## config.mk

```make
export PLATFORM = sky130hd
export DESIGN_NAME = alu_operand_fetch
export DESIGN_NICKNAME = d
export VERILOG_FILES = /design/src/rtl/alu_operand_fetch.sv
export SDC_FILE = /design/constraint.sdc
export NUM_CORES = 1
export LEC_CHECK = 0
export CAP_MARGIN = 20
export CORE_UTILIZATION = 52
export CTS_BUF_LIST = sky130_fd_sc_hd__clkbuf_4
export DETAILED_ROUTE_END_ITERATION = 8
export HOLD_SLACK_MARGIN = 0.12
export PLACE_DENSITY_LB_ADDON = 0.3
export SETUP_SLACK_MARGIN = 0.5
export SYNTH_ARGS = -nofsm -noshare
export SYNTH_HDL_FRONTEND = slang
export SYNTH_SLANG_ARGS = --single-unit
export TNS_END_PERCENT = 10
```

## constraint.sdc

```tcl
create_clock -name clk -period 3.6 [get_ports clk]
set_clock_uncertainty 0.05 [all_clocks]
set_input_delay 0.72 -clock clk [delete_from_list [all_inputs] [get_ports clk]]
set_output_delay 0.72 -clock clk [all_outputs]
set_load 0.01 [all_outputs]
```

## src/rtl/alu_operand_fetch.sv

```systemverilog
// alu_operand_fetch: operand-fetch/decode stage feeding the ALU.
// Decodes 32-bit instruction words, reads a NREGS x DW register file and
// presents registered in1/in2/func/out_rd behind a one-deep valid/ready slot.
// Optional feature macro: RF_BYPASS_EN (same-cycle write-back forwarded into
// operand reads; default build reads the old register value).
module alu_operand_fetch #(
   parameter int NREGS = 16,
   parameter int DW    = 32,
   localparam int AW   = $clog2(NREGS)
) (
   input  logic          clk,
   input  logic          rst,
   input  logic          ins_valid,
   output logic          ins_ready,
   input  logic [31:0]   ins,
   output logic          out_valid,
   input  logic          out_ready,
   output logic [DW-1:0] in1,
   output logic [DW-1:0] in2,
   output logic [3:0]    func,
   output logic [AW-1:0] out_rd,
   input  logic          wb_en,
   input  logic [AW-1:0] wb_addr,
   input  logic [DW-1:0] wb_data,
   output logic          illegal,
   output logic [15:0]   ins_count
);

   localparam logic [0:0] EMPTY = 1'b0;
   localparam logic [0:0] FULL  = 1'b1;

   localparam logic [3:0] FUNC_MAX = 4'b1000;

   logic [DW-1:0] rf_q [NREGS];

   logic [0:0]    state_q, state_d;
   logic [DW-1:0] in1_q, in1_d;
   logic [DW-1:0] in2_q, in2_d;
   logic [3:0]    func_q, func_d;
   logic [AW-1:0] rd_q, rd_d;
   logic          illegal_q;
   logic [15:0]   count_q;

   // Instruction field decode
   logic [3:0]    dec_func;
   logic          dec_use_imm;
   logic [AW-1:0] dec_rs, dec_rt, dec_rd;
   logic [14:0]   dec_imm;
   logic [DW-1:0] imm_ext;
   logic [DW-1:0] rs_val, rt_val;
   logic          accept, legal, issue;

   assign dec_func    = ins[31:28];
   assign dec_use_imm = ins[27];
   assign dec_rs      = ins[26:23];
   assign dec_rt      = ins[22:19];
   assign dec_rd      = ins[18:15];
   assign dec_imm     = ins[14:0];
   assign imm_ext     = {{(DW-15){dec_imm[14]}}, dec_imm};

   assign out_valid = (state_q == FULL);
   assign ins_ready = !out_valid || out_ready;
   assign accept    = ins_valid && ins_ready;
   assign legal     = (dec_func <= FUNC_MAX);
   assign issue     = out_valid && out_ready;

   // Register-file read ports; R0 is hardwired to zero
   always_comb begin
      rs_val = '0;
      rt_val = '0;
      if (dec_rs != '0) begin
         rs_val = rf_q[dec_rs];
`ifdef RF_BYPASS_EN
         if (wb_en && (wb_addr == dec_rs)) rs_val = wb_data;
`endif
      end
      if (dec_rt != '0) begin
         rt_val = rf_q[dec_rt];
`ifdef RF_BYPASS_EN
         if (wb_en && (wb_addr == dec_rt)) rt_val = wb_data;
`endif
      end
   end

   // Next-state for the output slot: load on legal accept, drain on consume, else hold
   always_comb begin
      state_d = state_q;
      in1_d   = in1_q;
      in2_d   = in2_q;
      func_d  = func_q;
      rd_d    = rd_q;
      if (accept && legal) begin
         state_d = FULL;
         in1_d   = rs_val;
         in2_d   = dec_use_imm ? imm_ext : rt_val;
         func_d  = dec_func;
         rd_d    = dec_rd;
      end else if (out_ready) begin
         // an illegal word accepted here also implies the held word was consumed
         state_d = EMPTY;
      end
   end

   // Output slot registers
   always_ff @(posedge clk) begin
      if (rst) begin
         state_q <= EMPTY;
         in1_q   <= '0;
         in2_q   <= '0;
         func_q  <= '0;
         rd_q    <= '0;
      end else begin
         state_q <= state_d;
         in1_q   <= in1_d;
         in2_q   <= in2_d;
         func_q  <= func_d;
         rd_q    <= rd_d;
      end
   end

   // Register file write-back, independent of the handshake; R0 writes dropped
   always_ff @(posedge clk) begin
      if (rst) begin
         for (int unsigned i = 0; i < NREGS; i++) rf_q[i] <= '0;
      end else if (wb_en && (wb_addr != '0)) begin
         rf_q[wb_addr] <= wb_data;
      end
   end

   // Illegal-function pulse and issued-instruction counter
   always_ff @(posedge clk) begin
      if (rst) begin
         illegal_q <= 1'b0;
         count_q   <= '0;
      end else begin
         illegal_q <= accept && !legal;
         if (issue) count_q <= count_q + 16'd1;
      end
   end

   assign in1       = in1_q;
   assign in2       = in2_q;
   assign func      = func_q;
   assign out_rd    = rd_q;
   assign illegal   = illegal_q;
   assign ins_count = count_q;

endmodule

```

==> impl_metrics.xml <==
<?xml version="1.0" encoding="UTF-8"?>
<metrics>
  <group name="run_status">
    <metric name="status" unit="">finished, final reports clean</metric>
  </group>
  <group name="place">
    <metric name="place_ws" unit="ps">57.6</metric>
    <metric name="place_congestion" unit="">0.893</metric>
    <metric name="dp.final_hpwl" unit="mm">55.2</metric>
    <metric name="dpl-instance-area" unit="µm²">33100</metric>
    <metric name="placement.io_buffers" unit="">163</metric>
  </group>
  <group name="die">
    <metric name="io_pins" unit="">164</metric>
    <metric name="floorplan.initialDensity" unit="">0.525</metric>
    <metric name="die_width" unit="µm">243</metric>
    <metric name="floorplan.rows" unit="">88</metric>
    <metric name="dieHeight" unit="µm">243</metric>
    <metric name="design.core.area" unit="µm²">57600</metric>
    <metric name="die_area" unit="µm²">59100</metric>
  </group>
  <group name="sta">
    <metric name="worst_slew_margin_rel" unit="">0.260</metric>
    <metric name="min_period_over_period" unit="">0.811</metric>
    <metric name="timing.setup.tns" unit="ps">0</metric>
    <metric name="min_setup_slack_post_route" unit="ps">681</metric>
    <metric name="setup-violations-final" unit="">0</metric>
    <metric name="final_hold_viol_count" unit="">0</metric>
    <metric name="rsz0062_at_grt" unit="">false</metric>
    <metric name="shortest_clock_period_the_worst_path_allows_after_layout" unit="ps">2920</metric>
    <metric name="worstMarginPinSlew" unit="ps">1110</metric>
    <metric name="max_freq" unit="GHz">0.343</metric>
    <metric name="slew_viol_final" unit="">0</metric>
  </group>
  <group name="power_and_ir_drop">
    <metric name="leakage" unit="nW">12.5</metric>
    <metric name="power.density_cell_area" unit="nW/µm²">462</metric>
    <metric name="worst_case_vdd_ir_drop" unit="mV">0.299</metric>
  </group>
  <group name="clocking">
    <metric name="worst_skew_pair.late_latency" unit="ps">1000</metric>
    <metric name="h-tree-depth" unit="">4</metric>
    <metric name="tritoncts.num_buffers" unit="">155</metric>
    <metric name="cts_root_buf" unit="">sky130_fd_sc_hd__clkbuf_4</metric>
    <metric name="post_cts_resized" unit="">1</metric>
    <metric name="clk_pin_slew_worst_paths" unit="ps">60</metric>
    <metric name="cts_tree" unit="">built</metric>
    <metric name="cts_setup_buffers" unit="">0</metric>
    <metric name="clock-sinks" unit="">602</metric>
    <metric name="ctsHoldBuffers" unit="">0</metric>
    <metric name="max-clock-path-buffers" unit="">3</metric>
  </group>
  <group name="global_route">
    <metric name="global_route.overflow_total" unit="">0</metric>
    <metric name="gr-usage-all-layers" unit="">0.308</metric>
    <metric name="grt_start_max_net_pins" unit="">110</metric>
    <metric name="number_of_global_route_vias_before_repair" unit="">21000</metric>
    <metric name="first_pass_grt_wire_length" unit="mm">132</metric>
    <metric name="antenna_violations_before_repair" unit="">7</metric>
  </group>
  <group name="finish">
    <metric name="flow.area_growth_from_synthesis" unit="%">16.2</metric>
    <metric name="fill_cells" unit="">4434</metric>
    <metric name="final_nets" unit="">2427</metric>
    <metric name="finalInstanceArea" unit="µm²">35100</metric>
    <metric name="proportion_of_layout_cells_with_a_drive_suffix_above_1" unit="">0.251</metric>
  </group>
  <group name="synthesis">
    <metric name="postSynthCellCount" unit="">2114</metric>
    <metric name="synth_cell_type_count" unit="">51</metric>
    <metric name="synth.cell_area" unit="µm²">30200</metric>
    <metric name="yosysTopAreaCellShare" unit="">0.509</metric>
    <metric name="synth_edf_count" unit="">512</metric>
    <metric name="post_synth_fa_ha_maj_area_fraction" unit="">0.000414</metric>
    <metric name="synth_mux_area_frac" unit="">0.204</metric>
    <metric name="synth-main-ff-cell" unit="">sky130_fd_sc_hd__edfxtp_1</metric>
    <metric name="synth-simple-area-share" unit="">0.141</metric>
    <metric name="main_combinational_cell_family_by_area_after_synthesis" unit="">multiplexers</metric>
    <metric name="ys.warnings.count" unit="">0</metric>
    <metric name="synth_top_cells_by_area" unit="">sky130_fd_sc_hd__edfxtp_1 (51%), sky130_fd_sc_hd__mux4_2 (15%), sky130_fd_sc_hd__and2_1 (10%), sky130_fd_sc_hd__dfxtp_1 (6.0%), sky130_fd_sc_hd__mux2i_1 (4.3%)</metric>
    <metric name="yosys.area.top_type" unit="">sky130_fd_sc_hd__edfxtp_1</metric>
    <metric name="compound_cell_area_share_of_the_yosys_netlist" unit="">0.0527</metric>
    <metric name="synthArstFlopShare" unit="">0</metric>
    <metric name="post_synth.cell_area_avg" unit="µm²">14.3</metric>
    <metric name="yosysSeqAreaShare" unit="">0.568</metric>
    <metric name="synth-seq-cells" unit="">602</metric>
    <metric name="synth_xor_area_frac" unit="">0.00232</metric>
  </group>
  <group name="drt">
    <metric name="number_of_vias_per_cell_after_detailed_routing" unit="">6.27</metric>
    <metric name="drtPass1Iterations" unit="">6</metric>
    <metric name="drc" unit="">0</metric>
    <metric name="post_drt_antenna_nets" unit="">0</metric>
    <metric name="detailedRoute.firstIterationViolations" unit="">2271</metric>
    <metric name="vias" unit="">20300</metric>
    <metric name="detailed_route_wire_length_per_cell" unit="µm">27.8</metric>
    <metric name="routed_wirelength" unit="mm">90.0</metric>
  </group>
  <group name="setup_path">
    <metric name="start_kind" unit="">register</metric>
    <metric name="critPathKind" unit="">register to output pin</metric>
    <metric name="end_kind" unit="">output pin</metric>
    <metric name="setup.worst_path.start" unit="">out_valid</metric>
    <metric name="timing.critical_path.fanout_max" unit="">9</metric>
    <metric name="worstPathRequired" unit="ps">2830</metric>
    <metric name="arrival" unit="ps">2150</metric>
    <metric name="crit_reg_reg_startpoint" unit="">out_valid</metric>
  </group>
  <group name="worst_hold_path">
    <metric name="hp-class" unit="">primary input to register</metric>
    <metric name="origin_of_the_worst_min_delay_path" unit="">ins[17]</metric>
  </group>
  <group name="flow_run">
    <metric name="cap_viol_max_count" unit="">0</metric>
  </group>
</metrics>
-- cell usage in the layout (no fill, tap or decap), drive strengths merged, types with 2 or more instances in the layout --
cell type / Yosys / routed
a2111oi: 18 / 18
a211oi: 50 / 50
a21oi: 30 / 30
a221o: 32 / 32
a221oi: 28 / 28
a22oi: 28 / 28
and2: 482 / 482
buf: 74 / 91
bufinv: 0 / 5
clkbuf: 123 / 236
clkdlybuf4s50: 0 / 156
clkinv: 0 / 30
clkinvlp: 0 / 2
conb: 1 / 32
dfxtp: 90 / 90
diode: 0 / 3
edfxtp: 512 / 512
inv: 5 / 9
mux2: 33 / 33
mux2i: 130 / 130
mux4: 200 / 200
nand2: 70 / 70
nand2b: 5 / 5
nand3: 21 / 21
nand4: 5 / 5
nand4b: 2 / 2
nor2: 74 / 74
nor2b: 42 / 42
nor3: 8 / 8
nor4: 6 / 6
o21ai: 4 / 4
o31ai: 3 / 3
or2: 16 / 16
or3: 5 / 5
or4: 2 / 2
xnor2: 6 / 6
xor2: 2 / 2
-- per-stage QoR --
step / hold slack [ps] / util / power, mW / std cells
3_5_place_dp: 398 / 0.574 / 10.2 / 2960
3_3_place_gp: 393 / 0.574 / 10.2 / 2960
4_1_cts: 152 / 0.610 / 16.3 / 3236
6_report: 241 / 0.610 / 16.2 / 3240
2_1_floorplan: 426 / - / 9.39 / 2145
5_1_grt: 202 / 0.610 / 16.8 / 3240
-- registers in the layout (all words and copies together), names as in the netlist --
register and flops:
in1 32, rf_q 512, out_valid 1, in2 32, ins_count 16, func 4
illegal 1, out_rd 4
-- kinds of logic after synthesis --
kind of cell / Yosys count
AOI/OAI and AO/OA: 195
xor gates and xnor gates: 8
adders and majority gates: 1
buffers and inverters: 202
DFF: 602
muxes: 363
other: 1
and+or+nand+nor: 742
-- final timing paths --
path	endpoint	slack [ps]	cells past startpoint
worst min register to register	func[1]	410	2
worst max-delay path	ins_ready	680	2
worst min-delay path	out_rd[2]	240	3
worst max register to register	in2[3]	1290	5
-- layer usage --
metal	up-vias	track usage	wire length [µm]
met1	10200	0.389	33000
met4	4	0.136	3510
li1	8572	-	-
met2	1278	0.506	44400
met5	-	0	22
met3	231	0.0752	9040
-- worst max-delay path: stages (launching register included) --
cell and delay, ps:
sky130_fd_sc_hd__dfxtp_1 450, sky130_fd_sc_hd__nand2b_2 190, sky130_fd_sc_hd__clkdlybuf4s50_1 520
-- Yosys cell counts (30+ instances only) --
cell and count:
sky130_fd_sc_hd__nor2b_1 42, sky130_fd_sc_hd__mux4_2 200, sky130_fd_sc_hd__a211oi_1 50, sky130_fd_sc_hd__a21oi_1 30, sky130_fd_sc_hd__mux2i_1 130, sky130_fd_sc_hd__buf_2 47
sky130_fd_sc_hd__a221o_1 32, sky130_fd_sc_hd__clkbuf_1 123, sky130_fd_sc_hd__mux2_2 33, sky130_fd_sc_hd__edfxtp_1 512, sky130_fd_sc_hd__and2_1 481, sky130_fd_sc_hd__nor2_1 74
sky130_fd_sc_hd__nand2_1 69, sky130_fd_sc_hd__dfxtp_1 90
-- layout make-up --
class	instances	area [µm²]	area share
inverter	5	18.8	0.000534
timing repair buffer	248	2600	0.0739
tap	765	957	0.0272
multi-input combinational	1341	12300	0.351
clock buffer	235	1760	0.0502
sequential	602	17200	0.489
clock inverter	41	300	0.00854
antenna	3	7.51	0.000214
-- where the power goes --
part	internal, mW	leakage [nW]	total (mW)	switching [mW]
clock network	3.33	1.22	6.16	2.83
registers	7.97	5.63	8.20	0.229
logic	0.887	5.67	1.89	1.00
total	12.2	12.5	16.2	4.06
No activity file was read; power rests on OpenSTA's default activity.
